==> src/rtl/cpu_ctrl_pkg.sv <==
`default_nettype none
// +----------------------------------------------------------------------+
// | cpu_ctrl_pkg                                                         |
// | Opcodes, step encoding, IR field positions and strobe bundle for the |
// | hardwired control sequencer.                                         |
// | Revision: 1.0                                                        |
// +----------------------------------------------------------------------+
package cpu_ctrl_pkg;

   localparam int FETCH_STEPS = 3;
   localparam int OPW         = 5;

   localparam int c_OP_MSB = 31;
   localparam int c_OP_LSB = 27;
   localparam int c_RA_MSB = 26;
   localparam int c_RA_LSB = 23;
   localparam int c_RB_MSB = 22;
   localparam int c_RB_LSB = 19;
   localparam int c_RC_MSB = 18;
   localparam int c_RC_LSB = 15;
   localparam int c_C_MSB  = 18;
   localparam int c_C_LSB  = 0;

   localparam int c_ST_W = 4;
   localparam logic [c_ST_W-1:0] c_ST_T0   = 4'd0;
   localparam logic [c_ST_W-1:0] c_ST_T1   = 4'd1;
   localparam logic [c_ST_W-1:0] c_ST_T2   = 4'd2;
   localparam logic [c_ST_W-1:0] c_ST_T3   = 4'(FETCH_STEPS);
   localparam logic [c_ST_W-1:0] c_ST_T4   = 4'd4;
   localparam logic [c_ST_W-1:0] c_ST_T5   = 4'd5;
   localparam logic [c_ST_W-1:0] c_ST_T6   = 4'd6;
   localparam logic [c_ST_W-1:0] c_ST_T7   = 4'd7;
   localparam logic [c_ST_W-1:0] c_ST_HALT = 4'd8;

   localparam logic [OPW-1:0] c_OP_LD   = 5'b00000;
   localparam logic [OPW-1:0] c_OP_LDI  = 5'b00001;
   localparam logic [OPW-1:0] c_OP_ST   = 5'b00010;
   localparam logic [OPW-1:0] c_OP_ADD  = 5'b00011;
   localparam logic [OPW-1:0] c_OP_SUB  = 5'b00100;
   localparam logic [OPW-1:0] c_OP_AND  = 5'b00101;
   localparam logic [OPW-1:0] c_OP_OR   = 5'b00110;
   localparam logic [OPW-1:0] c_OP_ROR  = 5'b00111;
   localparam logic [OPW-1:0] c_OP_ROL  = 5'b01000;
   localparam logic [OPW-1:0] c_OP_SHR  = 5'b01001;
   localparam logic [OPW-1:0] c_OP_SHRA = 5'b01010;
   localparam logic [OPW-1:0] c_OP_SHL  = 5'b01011;
   localparam logic [OPW-1:0] c_OP_ADDI = 5'b01100;
   localparam logic [OPW-1:0] c_OP_ANDI = 5'b01101;
   localparam logic [OPW-1:0] c_OP_ORI  = 5'b01110;
   localparam logic [OPW-1:0] c_OP_DIV  = 5'b01111;
   localparam logic [OPW-1:0] c_OP_MUL  = 5'b10000;
   localparam logic [OPW-1:0] c_OP_NEG  = 5'b10001;
   localparam logic [OPW-1:0] c_OP_NOT  = 5'b10010;
   localparam logic [OPW-1:0] c_OP_JR   = 5'b10100;
   localparam logic [OPW-1:0] c_OP_JAL  = 5'b10101;
   localparam logic [OPW-1:0] c_OP_MFHI = 5'b11000;
   localparam logic [OPW-1:0] c_OP_MFLO = 5'b11001;
   localparam logic [OPW-1:0] c_OP_NOP  = 5'b11010;
   localparam logic [OPW-1:0] c_OP_HALT = 5'b11011;

   typedef struct packed {
      logic           Gra;
      logic           Grb;
      logic           Grc;
      logic           Rin;
      logic           Rout;
      logic           BAout;
      logic           PCout;
      logic           PCin;
      logic           IncPC;
      logic           MARin;
      logic           MDRin;
      logic           MDRout;
      logic           IRin;
      logic           Yin;
      logic           Zin;
      logic           Zlowout;
      logic           Zhighout;
      logic           HIin;
      logic           HIout;
      logic           LOin;
      logic           LOout;
      logic           Cout;
      logic           R8_RAin;
      logic           Read;
      logic           Write;
      logic [OPW-1:0] alu_op;
   } strobes_t;

   localparam int c_STROBE_W = $bits(strobes_t);

   // Final execute step of each op; everything not listed finishes in T3.
   function automatic logic [c_ST_W-1:0] last_step(input logic [OPW-1:0] op);
      case (op)
         c_OP_ADD, c_OP_SUB, c_OP_AND, c_OP_OR, c_OP_ROR, c_OP_ROL,
         c_OP_SHR, c_OP_SHRA, c_OP_SHL, c_OP_ADDI, c_OP_ANDI, c_OP_ORI,
         c_OP_LDI:                     last_step = c_ST_T5;
         c_OP_NEG, c_OP_NOT, c_OP_JAL: last_step = c_ST_T4;
         c_OP_MUL, c_OP_DIV:           last_step = c_ST_T6;
         c_OP_LD, c_OP_ST:             last_step = c_ST_T7;
         default:                      last_step = c_ST_T3;
      endcase
   endfunction

endpackage
`default_nettype wire

==> src/rtl/ctrl_decode.sv <==
`default_nettype none
// +----------------------------------------------------------------------+
// | ctrl_decode                                                          |
// | Combinational (step, opcode) to DataPath strobe decode.              |
// | Revision: 1.0                                                        |
// +----------------------------------------------------------------------+
module ctrl_decode
   import cpu_ctrl_pkg::*;
(
   input  logic [c_ST_W-1:0]     state,
   input  logic [OPW-1:0]        op,
   output logic [c_STROBE_W-1:0] strobes
);

   strobes_t w_s;

   always_comb begin
      w_s = '0;
      case (state)
         c_ST_T0: begin w_s.PCout = 1'b1; w_s.MARin = 1'b1; w_s.IncPC = 1'b1; end
         c_ST_T1: begin w_s.Read = 1'b1; w_s.MDRin = 1'b1; end
         c_ST_T2: begin w_s.MDRout = 1'b1; w_s.IRin = 1'b1; end
         c_ST_T3, c_ST_T4, c_ST_T5, c_ST_T6, c_ST_T7: begin
            case (op)
               c_OP_ADD, c_OP_SUB, c_OP_AND, c_OP_OR, c_OP_ROR, c_OP_ROL,
               c_OP_SHR, c_OP_SHRA, c_OP_SHL: begin
                  case (state)
                     c_ST_T3: begin w_s.Grb = 1'b1; w_s.Rout = 1'b1; w_s.Yin = 1'b1; end
                     c_ST_T4: begin w_s.Grc = 1'b1; w_s.Rout = 1'b1; w_s.Zin = 1'b1; w_s.alu_op = op; end
                     c_ST_T5: begin w_s.Zlowout = 1'b1; w_s.Gra = 1'b1; w_s.Rin = 1'b1; end
                     default: ;
                  endcase
               end
               c_OP_NEG, c_OP_NOT: begin
                  case (state)
                     c_ST_T3: begin w_s.Grb = 1'b1; w_s.Rout = 1'b1; w_s.Zin = 1'b1; w_s.alu_op = op; end
                     c_ST_T4: begin w_s.Zlowout = 1'b1; w_s.Gra = 1'b1; w_s.Rin = 1'b1; end
                     default: ;
                  endcase
               end
               c_OP_MUL, c_OP_DIV: begin
                  case (state)
                     c_ST_T3: begin w_s.Gra = 1'b1; w_s.Rout = 1'b1; w_s.Yin = 1'b1; end
                     c_ST_T4: begin w_s.Grb = 1'b1; w_s.Rout = 1'b1; w_s.Zin = 1'b1; w_s.alu_op = op; end
                     c_ST_T5: begin w_s.Zlowout = 1'b1; w_s.LOin = 1'b1; end
                     c_ST_T6: begin w_s.Zhighout = 1'b1; w_s.HIin = 1'b1; end
                     default: ;
                  endcase
               end
               c_OP_ADDI, c_OP_ANDI, c_OP_ORI: begin
                  case (state)
                     c_ST_T3: begin w_s.Grb = 1'b1; w_s.Rout = 1'b1; w_s.Yin = 1'b1; end
                     c_ST_T4: begin
                        w_s.Cout   = 1'b1;
                        w_s.Zin    = 1'b1;
                        w_s.alu_op = (op == c_OP_ADDI) ? c_OP_ADD :
                                     (op == c_OP_ANDI) ? c_OP_AND : c_OP_OR;
                     end
                     c_ST_T5: begin w_s.Zlowout = 1'b1; w_s.Gra = 1'b1; w_s.Rin = 1'b1; end
                     default: ;
                  endcase
               end
               // Memory ops share the effective-address computation of ldi.
               c_OP_LDI, c_OP_LD, c_OP_ST: begin
                  case (state)
                     c_ST_T3: begin w_s.Grb = 1'b1; w_s.BAout = 1'b1; w_s.Yin = 1'b1; end
                     c_ST_T4: begin w_s.Cout = 1'b1; w_s.Zin = 1'b1; w_s.alu_op = c_OP_ADD; end
                     c_ST_T5: begin
                        w_s.Zlowout = 1'b1;
                        if (op == c_OP_LDI) begin
                           w_s.Gra = 1'b1;
                           w_s.Rin = 1'b1;
                        end else begin
                           w_s.MARin = 1'b1;
                        end
                     end
                     c_ST_T6: begin
                        w_s.MDRin = 1'b1;
                        if (op == c_OP_LD) begin
                           w_s.Read = 1'b1;
                        end else if (op == c_OP_ST) begin
                           w_s.Gra  = 1'b1;
                           w_s.Rout = 1'b1;
                        end
                     end
                     c_ST_T7: begin
                        if (op == c_OP_LD) begin
                           w_s.MDRout = 1'b1;
                           w_s.Gra    = 1'b1;
                           w_s.Rin    = 1'b1;
                        end else if (op == c_OP_ST) begin
                           w_s.Write = 1'b1;
                        end
                     end
                     default: ;
                  endcase
               end
               c_OP_JR: begin
                  if (state == c_ST_T3) begin
                     w_s.Gra = 1'b1; w_s.Rout = 1'b1; w_s.PCin = 1'b1;
                  end
               end
               c_OP_JAL: begin
                  case (state)
                     c_ST_T3: begin w_s.PCout = 1'b1; w_s.R8_RAin = 1'b1; end
                     c_ST_T4: begin w_s.Gra = 1'b1; w_s.Rout = 1'b1; w_s.PCin = 1'b1; end
                     default: ;
                  endcase
               end
               c_OP_MFHI: begin
                  if (state == c_ST_T3) begin
                     w_s.HIout = 1'b1; w_s.Gra = 1'b1; w_s.Rin = 1'b1;
                  end
               end
               c_OP_MFLO: begin
                  if (state == c_ST_T3) begin
                     w_s.LOout = 1'b1; w_s.Gra = 1'b1; w_s.Rin = 1'b1;
                  end
               end
               default: ;
            endcase
         end
         default: ;
      endcase
   end

   assign strobes = w_s;

endmodule
`default_nettype wire

==> src/rtl/control_sequencer.sv <==
`default_nettype none
// +----------------------------------------------------------------------+
// | control_sequencer                                                    |
// | Hardwired T0-T7 step sequencer driving the single-bus DataPath.      |
// | Revision: 1.0                                                        |
// +----------------------------------------------------------------------+
module control_sequencer
   import cpu_ctrl_pkg::*;
(
   input  logic           clock,
   input  logic           clear,
   input  logic [31:0]    IR,
   input  logic           stop,
   output logic           run,
   output logic           Gra,
   output logic           Grb,
   output logic           Grc,
   output logic           Rin,
   output logic           Rout,
   output logic           BAout,
   output logic           PCout,
   output logic           PCin,
   output logic           IncPC,
   output logic           MARin,
   output logic           MDRin,
   output logic           MDRout,
   output logic           IRin,
   output logic           Yin,
   output logic           Zin,
   output logic           Zlowout,
   output logic           Zhighout,
   output logic           HIin,
   output logic           HIout,
   output logic           LOin,
   output logic           LOout,
   output logic           Cout,
   output logic           R8_RAin,
   output logic           Read,
   output logic           Write,
   output logic [OPW-1:0] opcode
);

   logic [c_ST_W-1:0]     r_state;
   logic [c_ST_W-1:0]     w_state_next;
   logic [OPW-1:0]        w_op;
   logic [c_STROBE_W-1:0] w_dec_vec;
   strobes_t              w_dec;
   strobes_t              w_out;
   logic                  w_unused_ir;

   assign w_op        = IR[c_OP_MSB:c_OP_LSB];
   assign w_unused_ir = ^IR[c_RA_MSB:c_C_LSB];

   always_ff @(posedge clock or negedge clear) begin
      if (!clear) begin
         r_state <= c_ST_T0;
      end else begin
         r_state <= w_state_next;
      end
   end

   // stop is only honoured on the final step of an instruction.
   always_comb begin
      w_state_next = c_ST_T0;
      case (r_state)
         c_ST_HALT: w_state_next = c_ST_HALT;
         c_ST_T0:   w_state_next = c_ST_T1;
         c_ST_T1:   w_state_next = c_ST_T2;
         c_ST_T2:   w_state_next = c_ST_T3;
         c_ST_T3, c_ST_T4, c_ST_T5, c_ST_T6, c_ST_T7: begin
            if (w_op == c_OP_HALT) begin
               w_state_next = c_ST_HALT;
            end else if (r_state == last_step(w_op)) begin
               w_state_next = stop ? c_ST_HALT : c_ST_T0;
            end else begin
               w_state_next = r_state + 4'd1;
            end
         end
         default:   w_state_next = c_ST_T0;
      endcase
   end

   ctrl_decode u_decode (
      .state   (r_state),
      .op      (w_op),
      .strobes (w_dec_vec)
   );

   assign w_dec = strobes_t'(w_dec_vec);

   // Strobes are forced low for as long as clear is held, not just at the edge.
   always_comb begin
      w_out = w_dec;
      if (!clear) begin
         w_out = '0;
      end
   end

   assign run      = clear && (r_state != c_ST_HALT);
   assign Gra      = w_out.Gra;
   assign Grb      = w_out.Grb;
   assign Grc      = w_out.Grc;
   assign Rin      = w_out.Rin;
   assign Rout     = w_out.Rout;
   assign BAout    = w_out.BAout;
   assign PCout    = w_out.PCout;
   assign PCin     = w_out.PCin;
   assign IncPC    = w_out.IncPC;
   assign MARin    = w_out.MARin;
   assign MDRin    = w_out.MDRin;
   assign MDRout   = w_out.MDRout;
   assign IRin     = w_out.IRin;
   assign Yin      = w_out.Yin;
   assign Zin      = w_out.Zin;
   assign Zlowout  = w_out.Zlowout;
   assign Zhighout = w_out.Zhighout;
   assign HIin     = w_out.HIin;
   assign HIout    = w_out.HIout;
   assign LOin     = w_out.LOin;
   assign LOout    = w_out.LOout;
   assign Cout     = w_out.Cout;
   assign R8_RAin  = w_out.R8_RAin;
   assign Read     = w_out.Read;
   assign Write    = w_out.Write;
   assign opcode   = w_out.alu_op;

endmodule
`default_nettype wire

==> config.mk <==
export PLATFORM = sky130hd
export DESIGN_NAME = control_sequencer
export DESIGN_NICKNAME = d
export VERILOG_FILES = /design/src/rtl/cpu_ctrl_pkg.sv /design/src/rtl/ctrl_decode.sv /design/src/rtl/control_sequencer.sv
export SDC_FILE = /design/constraint.sdc
export NUM_CORES = 1
export LEC_CHECK = 0
export ABC_AREA = 1
export BUFFER_PORTS_ARGS = -buffer_cell sky130_fd_sc_hd__buf_2
export CAP_MARGIN = 0
export CELL_PAD_IN_SITES_DETAIL_PLACEMENT = 1
export CELL_PAD_IN_SITES_GLOBAL_PLACEMENT = 1
export CORE_AREA = 3 3 77 79
export CTS_CLUSTER_SIZE = 8
export DETAILED_ROUTE_END_ITERATION = 8
export DIE_AREA = 0 0 80 82
export GPL_TIMING_DRIVEN = 0
export PLACE_DENSITY = 0.88
export SYNTH_ARGS = -nofsm -noshare
export SYNTH_HDL_FRONTEND = slang
export SYNTH_HIERARCHICAL = 1
export SYNTH_SLANG_ARGS = --single-unit
==> constraint.sdc <==
create_clock -name clock -period 1.5 [get_ports clock]
set_clock_uncertainty 0.15 [all_clocks]
set_input_delay 0.075 -clock clock [delete_from_list [all_inputs] [get_ports clock]]
set_output_delay 0.075 -clock clock [all_outputs]
set_load 0.005 [all_outputs]
==> impl_results.md <==
- Final GP Congestion: about 0.85
- Final Cycle Share: 129.6%
- Sequential Power Share: 8.1%
- First-pass GRT wire length: 8742 um
- Net Sw Frac: 51.84%
- IO Pins: 66
- Slew @ Worst Pin: roughly 0.60 ns
- Synth Flop Type: dfrtp_1
- Clock buffer depth: 2
- Synth Area in XOR/XNOR: less than 1%
- WL met1: approximately 2600 um
- Largest family of logic cells by synthesized area: simple AND/OR/NAND/NOR gates
- Die X: ~80 um
- Synth Register Bits: 4
- Vias: 2,059
- Top Registers: r_state: 4 flops
- Worst setup margin: -0.4441 ns
- CTS buffer count: 3
- Post-synthesis sequential area ratio: 7.105%
- Max reg flops: 4
- Critical-path maximum fanout: 4
- Slowest cell on the critical path: dfrtp_2
- Die area: between 6000 and 7000 um^2
- Core footprint: roughly 5400 um^2
- Hold Violations, Final: 4
- Internal Pwr Total: ~1.6 mW
- YS warnings: 6
- Top Layer Used: met4
- Clock Power Share: just over 8%
- Tmin final: slightly below 2 ns
- Worst setup SP type: flip-flop
- CP Cell Sequence: inv_2, nand2_4, nor2_4, buf_6, buf_12, nand3_4, nand3_2, nand2_1, inv_1, buf_2
- Status: complete, but fails checks
- CTS Sinks: 4
- Residual DRC: 0
- Rows: 27
- Post-Route WL: between 6000 and 7000 um
- Count of pins over their slew limit: 0
- Net Switching: around 1.7 mW
- Simple-gate portion of the synthesized area: between 50 and 60%
- CTS root buffer: clkbuf_8
- Most frequent cells in the layout: nand2_1 (65), inv_1 (47), buf_2 (37)
- Comb pwr share: around 84%
- IO buf count: 38
- Vias per inst: ~4.9
- GRT overflow: 0
- Metal2 WL: around 3400 um
- Leakage: roughly 1.4 nW
- Final HPWL DP: 3690 um
- Die H: between 80 and 90 um
- Failing checks: hold timing, setup timing
- DRT Pass-1 Iters: 4
- Post-DP Area: ~1700 um^2
- Routed length per instance: about 16 um
- Critical Path RT: 1.27 ns
- Starting DRC count in detailed routing: 87
- Mean post-synth cell area: roughly 5.1 um^2
- Routed Antenna Nets: 0
- PD cells: ~1400 nW/um^2
- Fin Hold WS: -0.4825 ns
- Max incr delay on CP: approximately 0.46 ns
- Post-synthesis cell count: roughly 280
- Max frequency: 0.5144 GHz
- CTS tree: done
- Post-Syn Area: roughly 1400 um^2
- Worst-skew pair later-pin latency: between 0.2 and 0.25 ns
- Clock-pin slew on the worst setup and hold paths: 0.04 ns
- Commonest non-fill, non-tap cell in the layout: nand2_1
- Biggest register: r_state
- Fin nets: slightly below 400
- Unrepaired setup endpoints after global routing: yes
- CP arrival: about 1.7 ns
- Max capacitance violation total: 0
- Adder-cell share of the synthesized area: under 10%
- Worst hold path class: input port to async pin
- GRT Total Usage: between 10% and 20%
- Worst Setup End Kind: primary output
- Routed length on met3: around 270 um
- Vias in the first global route: 1,920
- Setup violators final: 35
- Layout cells sized above 1: about half
- Pin count of the biggest net entering global routing: 14
- Final TNS setup: -9.892 ns
- Distinct cell type count after synthesis: 29
- Initial antenna violation count: 0
- Slew HR: roughly 60%
- Post-Layout Inst Area: around 2400 um^2
- ANT cells: 0
- VDD IR max: slightly below 0.7 mV
- Synth-to-layout area growth: 69.09%
- Initial Util: a little over a quarter
- Pre-CTS setup slack: -0.2604 ns
- Ys async rst share: 100.0%
- Worst Setup Path Type: flip-flop to primary output
- # H-tree levels: 1
- Complex-gate fraction of the synthesized area: 9.591%
- Syn nets: approximately 320
- EDFF count, synth: 0
- Mux cell area share after synthesis: 0%
## kinds of logic (layout without fill, tap and decap cells)
family	after synthesis	after routing
adder cells (fa/ha/maj)	6	6
flip-flops	4	4
buffers and inverters	74	144
AO/OA/AOI/OAI	24	24
XOR/XNOR	1	1
AND/OR/NAND/NOR	167	167
## worst paths after layout
path,from,depth (start not counted),end,slack [ns]
min in group clock,stop,5,r_state[3]$_DFF_PN0_,0.12
worst min-delay path,clear,1,r_state[1]$_DFF_PN0_,-0.48
worst min register to register,r_state[3]$_DFF_PN0_,2,r_state[1]$_DFF_PN0_,0.51
max in group asynchronous,clear,1,r_state[3]$_DFF_PN0_,1.49
worst max-delay path,r_state[0]$_DFF_PN0_,10,opcode[1],-0.44
worst max register to register,r_state[0]$_DFF_PN0_,9,r_state[0]$_DFF_PN0_,-0.20
## repair_timing
action | 4_1_cts | 5_1_grt
hold endpoints to repair | 4 | 4
pin swaps | 14 | 22
buffers inserted | 14 | 14
gates resized for setup | 48 | 67
cloned | 0 | 1
endpoints found under the setup margin | 34 | 35
## synth_stat cells (3+ instances only)
| master | count | area [um^2] |
|---|---|---|
| nand2_1 | 74 | 277.8 |
| inv_1 | 59 | 221.5 |
| nand3_1 | 37 | 185.2 |
| nor2_1 | 26 | 97.59 |
| o21ai_0 | 11 | 55.05 |
| nand2_2 | 9 | 56.30 |
| ha_1 | 6 | 75.07 |
| inv_2 | 6 | 22.52 |
| a21oi_1 | 5 | 25.02 |
| nand4_1 | 5 | 31.28 |
| nor2_2 | 5 | 31.28 |
| dfrtp_1 | 4 | 100.1 |
| nand3_2 | 4 | 40.04 |
| clkbuf_1 | 3 | 11.26 |
| nor2_4 | 3 | 33.78 |
## per-stage QoR
| step | utilization, % | power [mW] | std cells |
|---|---|---|---|
| after floorplan | - | 1.166 | 276 |
| after global routing | 44.07 | 3.505 | 418 |
| after CTS | 37.50 | 2.384 | 404 |
| after detailed placement | 31.30 | 1.516 | 386 |
| after global placement | 31.30 | 1.460 | 386 |
| final | 44.07 | 3.263 | 418 |
## critical path: cells and delay by family (launching register included)
kind,cells,cell delay (ns)
DFF,1,0.46
buffers and inverters,5,0.58
and+or+nand+nor,5,0.44
## cell type report
type | instances | area [um^2]
Tap cell | 72 | 90.09
Buffer | 9 | 71.32
Multi-Input combinational cell | 198 | 1330
Inverter | 65 | 261.5
Sequential cell | 4 | 105.1
Timing Repair Buffer | 66 | 479.2
Fill cell | 744 | 3023
Clock buffer | 4 | 45.04
## power groups by stage
stage,clock (mW),sequential (mW),combinational (mW)
2_1_floorplan,0,0.250,0.916
3_3_place_gp,0,0.281,1.18
3_5_place_dp,0,0.283,1.23
4_1_cts,0.243,0.236,1.91
5_1_grt,0.280,0.276,2.95
6_report,0.265,0.265,2.73
## routing by layer
metal	track usage (%)	up-vias
met5	0	-
met4	3.209	0
met3	0.8772	24
met2	31.46	67
met1	19.45	982
li1	-	986
Note: power is estimated with default switching activity, not from simulation.
